### src/rtl/i2c_target_if.sv
// rtl/i2c_target_if.sv - I2C target bus lines and register-file port bundle
interface i2c_target_if #(
  parameter int REG_AW = 4
);
  logic              scl_in;
  logic              sda_in;
  logic              sda_oe;
  logic [REG_AW-1:0] reg_addr;
  logic              reg_wr_en;
  logic [7:0]        reg_wr_data;
  logic              reg_rd_en;
  logic [7:0]        reg_rd_data;
  logic              busy;

  modport slave (
    input  scl_in, sda_in, reg_rd_data,
    output sda_oe, reg_addr, reg_wr_en, reg_wr_data, reg_rd_en, busy
  );

  modport master (
    output scl_in, sda_in, reg_rd_data,
    input  sda_oe, reg_addr, reg_wr_en, reg_wr_data, reg_rd_en, busy
  );
endinterface

### src/rtl/i2c_target.sv
// rtl/i2c_target.sv - oversampling I2C target mapping bus transfers onto a register-file port
module i2c_target #(
  parameter logic [6:0] TARGET_ADDR = 7'h42,
  parameter int         REG_AW      = 4,
  parameter int         SYNC_STAGES = 2
) (
  input  logic        clock,
  input  logic        reset_n,
  i2c_target_if.slave bus
);

  typedef enum logic [3:0] {
    IDLE, ADDR, ADDR_ACK, PTR, WR, RD_LOAD, RD, RD_ACK, IGNORE
  } state_t;

  logic [SYNC_STAGES-1:0] scl_sync, sda_sync;
  logic                   scl_d, sda_d;
  logic                   scl_s, sda_s;
  logic                   scl_rise, scl_fall, start_c, stop_c;

  state_t            state, state_n;
  logic [3:0]        cnt, cnt_n;
  logic [7:0]        shreg, shreg_n;
  logic              rw, rw_n;
  logic              oe, oe_n;
  logic              busy_q, busy_n;
  logic [REG_AW-1:0] addr, addr_n;
  logic              wr_en, wr_en_n;
  logic [7:0]        wr_data, wr_data_n;
  logic              rd_en, rd_en_n;

  // Lines reset to the idle-high level so no edge is seen on reset release.
  always_ff @(posedge clock or negedge reset_n) begin
    if (!reset_n) begin
      scl_sync <= '1;
      sda_sync <= '1;
      scl_d    <= 1'b1;
      sda_d    <= 1'b1;
    end else begin
      scl_sync <= {scl_sync[SYNC_STAGES-2:0], bus.scl_in};
      sda_sync <= {sda_sync[SYNC_STAGES-2:0], bus.sda_in};
      scl_d    <= scl_sync[SYNC_STAGES-1];
      sda_d    <= sda_sync[SYNC_STAGES-1];
    end
  end

  assign scl_s    = scl_sync[SYNC_STAGES-1];
  assign sda_s    = sda_sync[SYNC_STAGES-1];
  assign scl_rise = scl_s & ~scl_d;
  assign scl_fall = ~scl_s & scl_d;
  assign start_c  = scl_s & scl_d & sda_d & ~sda_s;
  assign stop_c   = scl_s & scl_d & ~sda_d & sda_s;

  always_ff @(posedge clock or negedge reset_n) begin
    if (!reset_n) begin
      state   <= IDLE;
      cnt     <= 4'd0;
      shreg   <= 8'd0;
      rw      <= 1'b0;
      oe      <= 1'b0;
      busy_q  <= 1'b0;
      addr    <= '0;
      wr_en   <= 1'b0;
      wr_data <= 8'd0;
      rd_en   <= 1'b0;
    end else begin
      state   <= state_n;
      cnt     <= cnt_n;
      shreg   <= shreg_n;
      rw      <= rw_n;
      oe      <= oe_n;
      busy_q  <= busy_n;
      addr    <= addr_n;
      wr_en   <= wr_en_n;
      wr_data <= wr_data_n;
      rd_en   <= rd_en_n;
    end
  end

  // cnt counts data bits 0..8; 9 marks the acknowledge clock of a byte.
  always_comb begin
    state_n   = state;
    cnt_n     = cnt;
    shreg_n   = shreg;
    rw_n      = rw;
    oe_n      = oe;
    busy_n    = busy_q;
    addr_n    = addr;
    wr_en_n   = 1'b0;
    wr_data_n = wr_data;
    rd_en_n   = 1'b0;
    if (start_c) begin
      state_n = ADDR;
      cnt_n   = 4'd0;
      oe_n    = 1'b0;
      busy_n  = 1'b0;
    end else if (stop_c) begin
      state_n = IDLE;
      cnt_n   = 4'd0;
      oe_n    = 1'b0;
      busy_n  = 1'b0;
    end else begin
      case (state)
        ADDR, PTR, WR: begin
          if (scl_rise && cnt < 4'd8) begin
            shreg_n = {shreg[6:0], sda_s};
            cnt_n   = cnt + 4'd1;
          end else if (scl_fall && cnt == 4'd8) begin
            cnt_n = 4'd9;
            if (state == ADDR) begin
              if (shreg[7:1] == TARGET_ADDR) begin
                state_n = ADDR_ACK;
                oe_n    = 1'b1;
                busy_n  = 1'b1;
                rw_n    = shreg[0];
              end else begin
                state_n = IGNORE;
              end
            end else if (state == PTR) begin
              addr_n = shreg[REG_AW-1:0];
              oe_n   = 1'b1;
            end else begin
              wr_en_n   = 1'b1;
              wr_data_n = shreg;
              oe_n      = 1'b1;
            end
          end else if (scl_fall && cnt == 4'd9) begin
            cnt_n = 4'd0;
            oe_n  = 1'b0;
            if (state == PTR) begin
              state_n = WR;
            end else begin
              addr_n = addr + 1'b1;
            end
          end
        end
        ADDR_ACK: begin
          if (scl_fall) begin
            oe_n  = 1'b0;
            cnt_n = 4'd0;
            if (rw) begin
              state_n = RD_LOAD;
              rd_en_n = 1'b1;
            end else begin
              state_n = PTR;
            end
          end
        end
        RD_LOAD: begin
          // reg_rd_data is valid one cycle after the strobe; first bit goes out with it.
          if (cnt == 4'd0) begin
            cnt_n = 4'd1;
          end else begin
            shreg_n = bus.reg_rd_data;
            oe_n    = ~bus.reg_rd_data[7];
            cnt_n   = 4'd0;
            state_n = RD;
          end
        end
        RD: begin
          if (scl_rise) begin
            cnt_n = cnt + 4'd1;
          end else if (scl_fall && cnt == 4'd8) begin
            oe_n    = 1'b0;
            cnt_n   = 4'd0;
            state_n = RD_ACK;
          end else if (scl_fall && cnt != 4'd0) begin
            oe_n    = ~shreg[6];
            shreg_n = {shreg[6:0], 1'b0};
          end
        end
        RD_ACK: begin
          // The pointer moves past every byte sent, whether or not it was acknowledged.
          if (scl_rise && cnt == 4'd0) begin
            addr_n = addr + 1'b1;
            if (sda_s) begin
              state_n = IGNORE;
              busy_n  = 1'b0;
            end else begin
              cnt_n = 4'd9;
            end
          end else if (scl_fall && cnt == 4'd9) begin
            cnt_n   = 4'd0;
            rd_en_n = 1'b1;
            state_n = RD_LOAD;
          end
        end
        IGNORE: oe_n = 1'b0;
        default: state_n = state;
      endcase
    end
  end

  assign bus.sda_oe      = oe;
  assign bus.reg_addr    = addr;
  assign bus.reg_wr_en   = wr_en;
  assign bus.reg_wr_data = wr_data;
  assign bus.reg_rd_en   = rd_en;
  assign bus.busy        = busy_q;

endmodule

### src/flat_wrapper.sv
// flat-port wrapper written by rule: the top's interface ports become plain ports
module i2c_target_flat 
#(
  parameter logic [6:0] TARGET_ADDR = 7'h42,
  parameter int         REG_AW      = 4,
  parameter int         SYNC_STAGES = 2
)
  (clock, reset_n, bus_scl_in, bus_sda_in, bus_reg_rd_data, bus_sda_oe, bus_reg_addr, bus_reg_wr_en, bus_reg_wr_data, bus_reg_rd_en, bus_busy);
  i2c_target_if #(.REG_AW(REG_AW)) bus_i ();
  input  logic clock;
  input  logic reset_n;
  input wire logic [$bits(bus_i.scl_in)-1:0] bus_scl_in;
  input wire logic [$bits(bus_i.sda_in)-1:0] bus_sda_in;
  input wire logic [$bits(bus_i.reg_rd_data)-1:0] bus_reg_rd_data;
  output wire logic [$bits(bus_i.sda_oe)-1:0] bus_sda_oe;
  output wire logic [$bits(bus_i.reg_addr)-1:0] bus_reg_addr;
  output wire logic [$bits(bus_i.reg_wr_en)-1:0] bus_reg_wr_en;
  output wire logic [$bits(bus_i.reg_wr_data)-1:0] bus_reg_wr_data;
  output wire logic [$bits(bus_i.reg_rd_en)-1:0] bus_reg_rd_en;
  output wire logic [$bits(bus_i.busy)-1:0] bus_busy;
  assign bus_i.scl_in = bus_scl_in;
  assign bus_i.sda_in = bus_sda_in;
  assign bus_i.reg_rd_data = bus_reg_rd_data;
  assign bus_sda_oe = bus_i.sda_oe;
  assign bus_reg_addr = bus_i.reg_addr;
  assign bus_reg_wr_en = bus_i.reg_wr_en;
  assign bus_reg_wr_data = bus_i.reg_wr_data;
  assign bus_reg_rd_en = bus_i.reg_rd_en;
  assign bus_busy = bus_i.busy;
  i2c_target #(.TARGET_ADDR(TARGET_ADDR), .REG_AW(REG_AW), .SYNC_STAGES(SYNC_STAGES)) u_core (.clock(clock), .reset_n(reset_n), .bus(bus_i));
endmodule
### config.mk
export PLATFORM = sky130hd
export DESIGN_NAME = i2c_target_flat
export DESIGN_NICKNAME = d
export VERILOG_FILES = /design/src/rtl/i2c_target_if.sv /design/src/rtl/i2c_target.sv /design/src/flat_wrapper.sv
export SDC_FILE = /design/constraint.sdc
export NUM_CORES = 1
export LEC_CHECK = 0
export ABC_CLOCK_PERIOD_IN_PS = 2700
export CORE_ASPECT_RATIO = 1.4
export CORE_MARGIN = 2
export CORE_UTILIZATION = 56
export DETAILED_ROUTE_END_ITERATION = 10
export HOLD_SLACK_MARGIN = 0.15
export PLACE_DENSITY = 0.82
export SETUP_SLACK_MARGIN = 0.5
export SYNTH_ARGS = -nofsm -noshare
export SYNTH_HDL_FRONTEND = slang
export SYNTH_SLANG_ARGS = --single-unit
### constraint.sdc
create_clock -name clock -period 2.7 [get_ports clock]
set_input_delay 0.81 -clock clock [delete_from_list [all_inputs] [get_ports clock]]
set_output_delay 0.81 -clock clock [all_outputs]
set_load 0.03 [all_outputs]
Yosys cells after proc, flatten, opt, wreduce, memory -nomap -nowiden --
Cells that the tools add are included.
Storage, ports and cells: output and inout port bits 16, flip-flop bits (word level) 39, input bits 12, word-level logic and storage cells 175
Cells by class: multiplexer cells 78, add/sub/neg operators 2, eq/ne operators 41, bitwise logic cells 18, magnitude comparators 1, reductions and logical operators 21
Operators by type and width (number):
- $mux W4 | 32
- $mux W8 | 5
- $pmux W4 S5 | 2
- $mux W1 | 33
- $ne A4 B1 Y1 const B | 7
- $ne A5 B1 Y1 const B | 5
- $pmux W8 S3 | 1
- $reduce_and A7 Y1 | 3
- $eq A4 B3 Y1 const B | 4
- $reduce_and A8 Y1 | 2
- $reduce_bool A7 Y1 | 2
- $eq A4 B4 Y1 const B | 3
- $not A1 Y1 | 11
- $reduce_and A11 Y1 | 1
- $reduce_and A9 Y1 | 1
- $add A4 B1 Y4 const B | 2
- $eq A4 B2 Y1 const B | 2
- $ne A2 B2 Y1 const B | 4
- $ne A4 B2 Y1 const B | 2
- $pmux W4 S2 | 1
- $reduce_bool A4 Y1 | 2
- $and A1 B1 Y1 | 7
- $eq A7 B7 Y1 const B | 1
- $ne A2 B1 Y1 const B | 3
- other kinds (19) | 25

Longest topological paths before layout --
word-level depth 9, mapped depth 9, gate-level depth less buffers 7

Worst setup path after synthesis --
Ideal clock, no wire load.
path type flip-flop to flip-flop, start point register u_core.cnt[0], end point register u_core.state[3], clock period less this slack 2381 ps, stages on the path, launching flop included 10, setup time 125 ps, required time 2575 ps, slack 319 ps, data arrival time 2256 ps, path buffers 2, path through dfrtp_1 > inv_1 > ha_1 > buf_4 > or3b_4 > nor2_2 > nor4_1 > or4_1 > buf_2 > mux2_4
On the way: longest elaborated chain between the ends 7, elaborated cells between the ends (all ways) 23, those cells by class order compare (1); eq/ne (10); mux (6); reduce/logical (6)
Ends and longest elaborated chain:
- start: declaration | RTL line i2c_target.sv:22 | logic [3:0] cnt, cnt_n;
- start signal: assignment | RTL line i2c_target.sv:68 | cnt <= cnt_n;
- $eq A4 B4 Y1 | RTL line i2c_target.sv:108, i2c_target.sv:163
- $logic_and A1 B1 Y1 | RTL line i2c_target.sv:108, i2c_target.sv:163
- $mux W4 | RTL line i2c_target.sv:108 | end else if (scl_fall && cnt == 4'd8) begin
- $mux W4 | RTL line i2c_target.sv:105 | if (scl_rise && cnt < 4'd8) begin
- $pmux W4 S5 | RTL line i2c_target.sv:103 | case (state)
- $mux W4 | RTL line i2c_target.sv:97 | end else if (stop_c) begin
- $mux W4 | RTL line i2c_target.sv:92 | if (start_c) begin
- end signal: assignment | RTL line i2c_target.sv:67 | state <= state_n;
- end: declaration | RTL line i2c_target.sv:21 | state_t state, state_n;
Parallel ways exist; a longest one is shown, timed or not. The select of a mux whose other input is x is not followed. A chain may end at the register's enable or synchronous reset.

Worst setup path in the final report --
start point register u_core.scl_d, end point register u_core.state[3]
On the way: longest elaborated chain between the ends 7, elaborated cells between the ends (all ways) 30, those cells by class eq/ne (10); mux (6); bitwise (8); reduce/logical (6)
Ends and longest elaborated chain:
- start: declaration | RTL line i2c_target.sv:17 | logic scl_d, sda_d;
- start signal: assignment | RTL line i2c_target.sv:42 | scl_d <= scl_sync[SYNC_STAGES-1];
- $and A1 B1 Y1 or $not A1 Y1 (tied branches) | RTL line i2c_target.sv:50, i2c_target.sv:49
- $logic_and A1 B1 Y1 or $and A1 B1 Y1 (tied branches) | RTL line i2c_target.sv:108, i2c_target.sv:163, i2c_target.sv:49
- $mux W4 or $logic_and A1 B1 Y1 (tied branches) | RTL line i2c_target.sv:108, i2c_target.sv:174
- $mux W4 (on tied branches) | RTL line i2c_target.sv:105, i2c_target.sv:174
- $pmux W4 S5 | RTL line i2c_target.sv:103
- $mux W4 | RTL line i2c_target.sv:97
- $mux W4 | RTL line i2c_target.sv:92
Parallel ways exist; a longest one is shown, timed or not. The select of a mux whose other input is x is not followed.

==> flow_metrics.py <==
metrics = {
    "route": {
        "via_count": 2344,
        "routed_wl_um": 7110,
        "firstDrtPassIters": 5,
        "drt_iter0_drc": 176,
        "via_per_inst": 6.64,
        "ant_nets": 0,
        "drc": 0,
        "routedWlPerCell_um": 20.1,
    },
    "power_and_ir_drop": {
        "switching_share": 0.426,
        "seq_power_share": 0.302,
        "p_switching_mw": 1.37,
        "p_int_mw": 1.85,
        "p_comb_frac": 0.547,
        "p_per_area_nw_per_um2": 1050,
        "clkPwrFrac": 0.152,
        "finalPower_mw": 3.22,
        "ir_drop_mv": 0.596,
        "power_leakage_nw": 1.30,
    },
    "sta": {
        "hold_ws_ns": 0.355,
        "slew_headroom": 0.419,
        "setup_viol": 0,
        "fmax_mhz": 444,
        "drv_slew": 0,
        "tightest_slew_ns": 0.871,
        "tns_ns": 0,
        "rsz0062_at_grt": "yes",
        "finalHoldViolCount": 0,
        "min_period_ns": 2.25,
        "fin_worst_skew_ns": 0.00950,
        "finalCritPeriodShare": 0.835,
    },
    "synth": {
        "synth_area_leaders": "dfrtp_1 (33%), mux2_2 (11%), dfstp_2 (6.3%), a21oi_1 (3.2%), o21ai_0 (2.2%)",
        "synth_edf_count": 0,
        "ys.flop_type": "dfrtp_1",
        "yosysSeqAreaShare": 0.395,
        "ys_types": 58,
        "ys_ff_latch": 39,
        "avgSynthCellArea_um2": 9.76,
        "synthArstFlopShare": 1.00,
        "yosys.area.top_type": "dfrtp_1",
        "synth_cells": 255,
        "synth_nets": 271,
        "yosysWarningCount": 0,
        "synthesis.area_um2": 2490,
        "synth_top_area_share": 0.332,
    },
    "setup_path": {
        "path_class": "reg -> reg",
        "cp-end-kind": "flop",
        "worstPathArrival_ns": 2.43,
        "path_max_fanout": 6,
        "cp-start-kind": "flop",
        "cp.required_ns": 2.88,
    },
    "cts": {
        "tritoncts": "done",
        "path_clk_slew_ns": 0.08,
        "cts.sinks": 39,
        "htree_levels": 2,
        "numCtsBuffers": 5,
        "clock_latency_ns": 0.30,
        "cts.path.max_buffers": 2,
        "postCtsHoldBufs": 0,
        "cts_root_buffer": "clkbuf_8",
    },
    "global_route": {
        "grt-ovfl-total": 0,
        "grt_pass1_wl_um": 11200,
        "grtUsageTotal": 0.297,
        "grt_pass1_vias": 2336,
        "grt_max_degree": 40,
        "antenna_found_initial": 0,
    },
    "flow_run": {
        "max-cap-violations": 0,
    },
    "placed_design": {
        "place.gp.congestion": 1.13,
        "post_dp_cell_area_um2": 2830,
        "io_buffers": 27,
        "dp_hpwl_um": 5090,
    },
    "min_path": {
        "hold_path_class": "reg -> reg",
    },
    "die": {
        "die_w_um": 60.4,
        "row_count": 28,
        "core_um2": 4240,
        "ios": 28,
        "fp.dieH_um": 82.9,
        "die-area_um2": 5000,
        "start_util": 0.587,
    },
    "layout": {
        "drive_gt1_frac": 0.283,
        "fin_util": 0.726,
        "antenna_cells": 0,
        "num-nets-final": 308,
        "area_delta_synth_final_pct": 23.6,
        "fin_area_um2": 3080,
    },
    "run_status": {
        "status": "finished clean",
    },
}
state kept, by name, indices dropped and copies added, names as in the netlist:
| name | count |
|---|---|
| u_core.bus.reg_wr_data | 8 |
| u_core.bus.busy | 1 |
| u_core.shreg | 8 |
| u_core.state | 4 |
| u_core.scl_d | 1 |
| u_core.bus.reg_wr_en | 1 |
| u_core.bus.reg_addr | 4 |
| u_core.bus.sda_oe | 1 |
| u_core.rw | 1 |
| u_core.sda_d | 1 |
| u_core.sda_sync | 2 |
| u_core.scl_sync | 2 |
| u_core.cnt | 4 |
| u_core.bus.reg_rd_en | 1 |
final cells by class:
| class | instances | area (um^2) |
|---|---|---|
| repair buffers | 45 | 403 |
| inverters | 11 | 41.3 |
| clock buffers | 6 | 72.6 |
| well taps | 60 | 75.1 |
| multi-input cells | 190 | 1460 |
| clock inverters | 2 | 37.5 |
| flip-flops and latches | 39 | 988 |
| fillers | 327 | 1160 |
cells by family (layout without fill, tap and decap cells):
logic type               after synthesis  count (layout)  share of synthesized area
AND/OR/NAND/NOR                       82              82                      0.194
AO/OA/AOI/OAI                         72              72                      0.197
flip-flops                            39              39                      0.395
multiplexers                          30              30                      0.135
buffers and inverters                 26              64                     0.0513
adder cells (fa/ha/maj)                4               4                     0.0201
XOR/XNOR                               2               2                    0.00704
worst paths after layout:
check                                              from                           end  slack [ns]  depth (start not counted)
hold / removal             u_core.scl_sync[0]$_DFF_PN1_  u_core.scl_sync[1]$_DFF_PN1_        0.36                          0
setup / recovery                 u_core.scl_d$_DFF_PN1_   u_core.state[3]$_DFFE_PN0P_        0.45                          5
setup reg to reg                 u_core.scl_d$_DFF_PN1_   u_core.state[3]$_DFFE_PN0P_        0.45                          5
min in group asynchronous                       reset_n     u_core.cnt[2]$_DFFE_PN0P_        0.61                          1
max in group asynchronous                       reset_n   u_core.state[1]$_DFFE_PN0P_        1.46                          1
hold reg to reg            u_core.scl_sync[0]$_DFF_PN1_  u_core.scl_sync[1]$_DFF_PN1_        0.36                          0
routing by layer:
metal  track usage  part of all wire
met2         0.482              0.50
met3        0.0514             0.067
met5             0                 0
met1         0.347              0.38
met4         0.186             0.052
cell usage after synthesis (3+ instances only):
cell type  instances
o221ai_1           4
nand2_1           13
o31ai_1            5
o32ai_1            3
dfrtp_1           33
buf_2              6
inv_1             11
a211oi_1           6
ha_1               4
nand2b_1           8
nor4_1             3
and3_1             3
buf_4              4
mux2i_1            4
a21oi_1           16
o21ai_0           11
nor2b_1            5
dfstp_2            6
o21a_1             3
clkbuf_1           4
nor2_1            14
mux2_2            25
nand3_1           10
nand4_1            3
nor3_1             3
nor3b_1            3
a31oi_1            6
per-stage QoR:
step                std cells  worst slack, ns
finish                    353            0.445
global route              353            0.422
CTS                       350            0.424
detailed placement        338            0.230
global placement          338            0.249
floorplan                 255            0.367
layout by cell type (no fill, tap or decap), types with 3 or more instances in the layout:
cell	n
a211oi_1	5
a21oi_1	16
a31oi_1	6
and3_1	3
buf_4	16
clkbuf_8	5
clkdlybuf4s50_1	21
dfrtp_1	29
dfrtp_2	4
dfstp_2	6
dlygate4sd2_1	3
ha_1	3
inv_1	9
mux2_2	25
mux2i_1	4
nand2_1	13
nand2b_1	8
nand3_1	9
nand4_1	3
nor2_1	12
nor2b_1	4
nor3_1	3
nor3b_1	3
nor4_1	3
o21a_1	3
o21ai_0	11
o221ai_1	4
o31ai_1	5
o32ai_1	3
power groups by stage:
stage | registers (mW) | clock network, mW | logic, mW
CTS | 0.959 | 0.493 | 1.69
detailed placement | 0.974 | 0 | 1.59
global placement | 0.967 | 0 | 1.57
finish | 0.972 | 0.488 | 1.76
floorplan | 0.967 | 0 | 1.13
global route | 0.984 | 0.519 | 1.88
critical path, stage by stage (launching register included):
cell	delay, ns
dfstp_2	0.61
and4bb_4	0.30
a211oi_2	0.07
o31a_1	0.29
or4_4	0.56
mux2_4	0.31
repair_timing:
item	CTS	global route
pin swaps	3	3
endpoints found under the setup margin	32	22
buffers inserted	4	3
gates resized for setup	18	9
(Power assumes the default switching activity.)
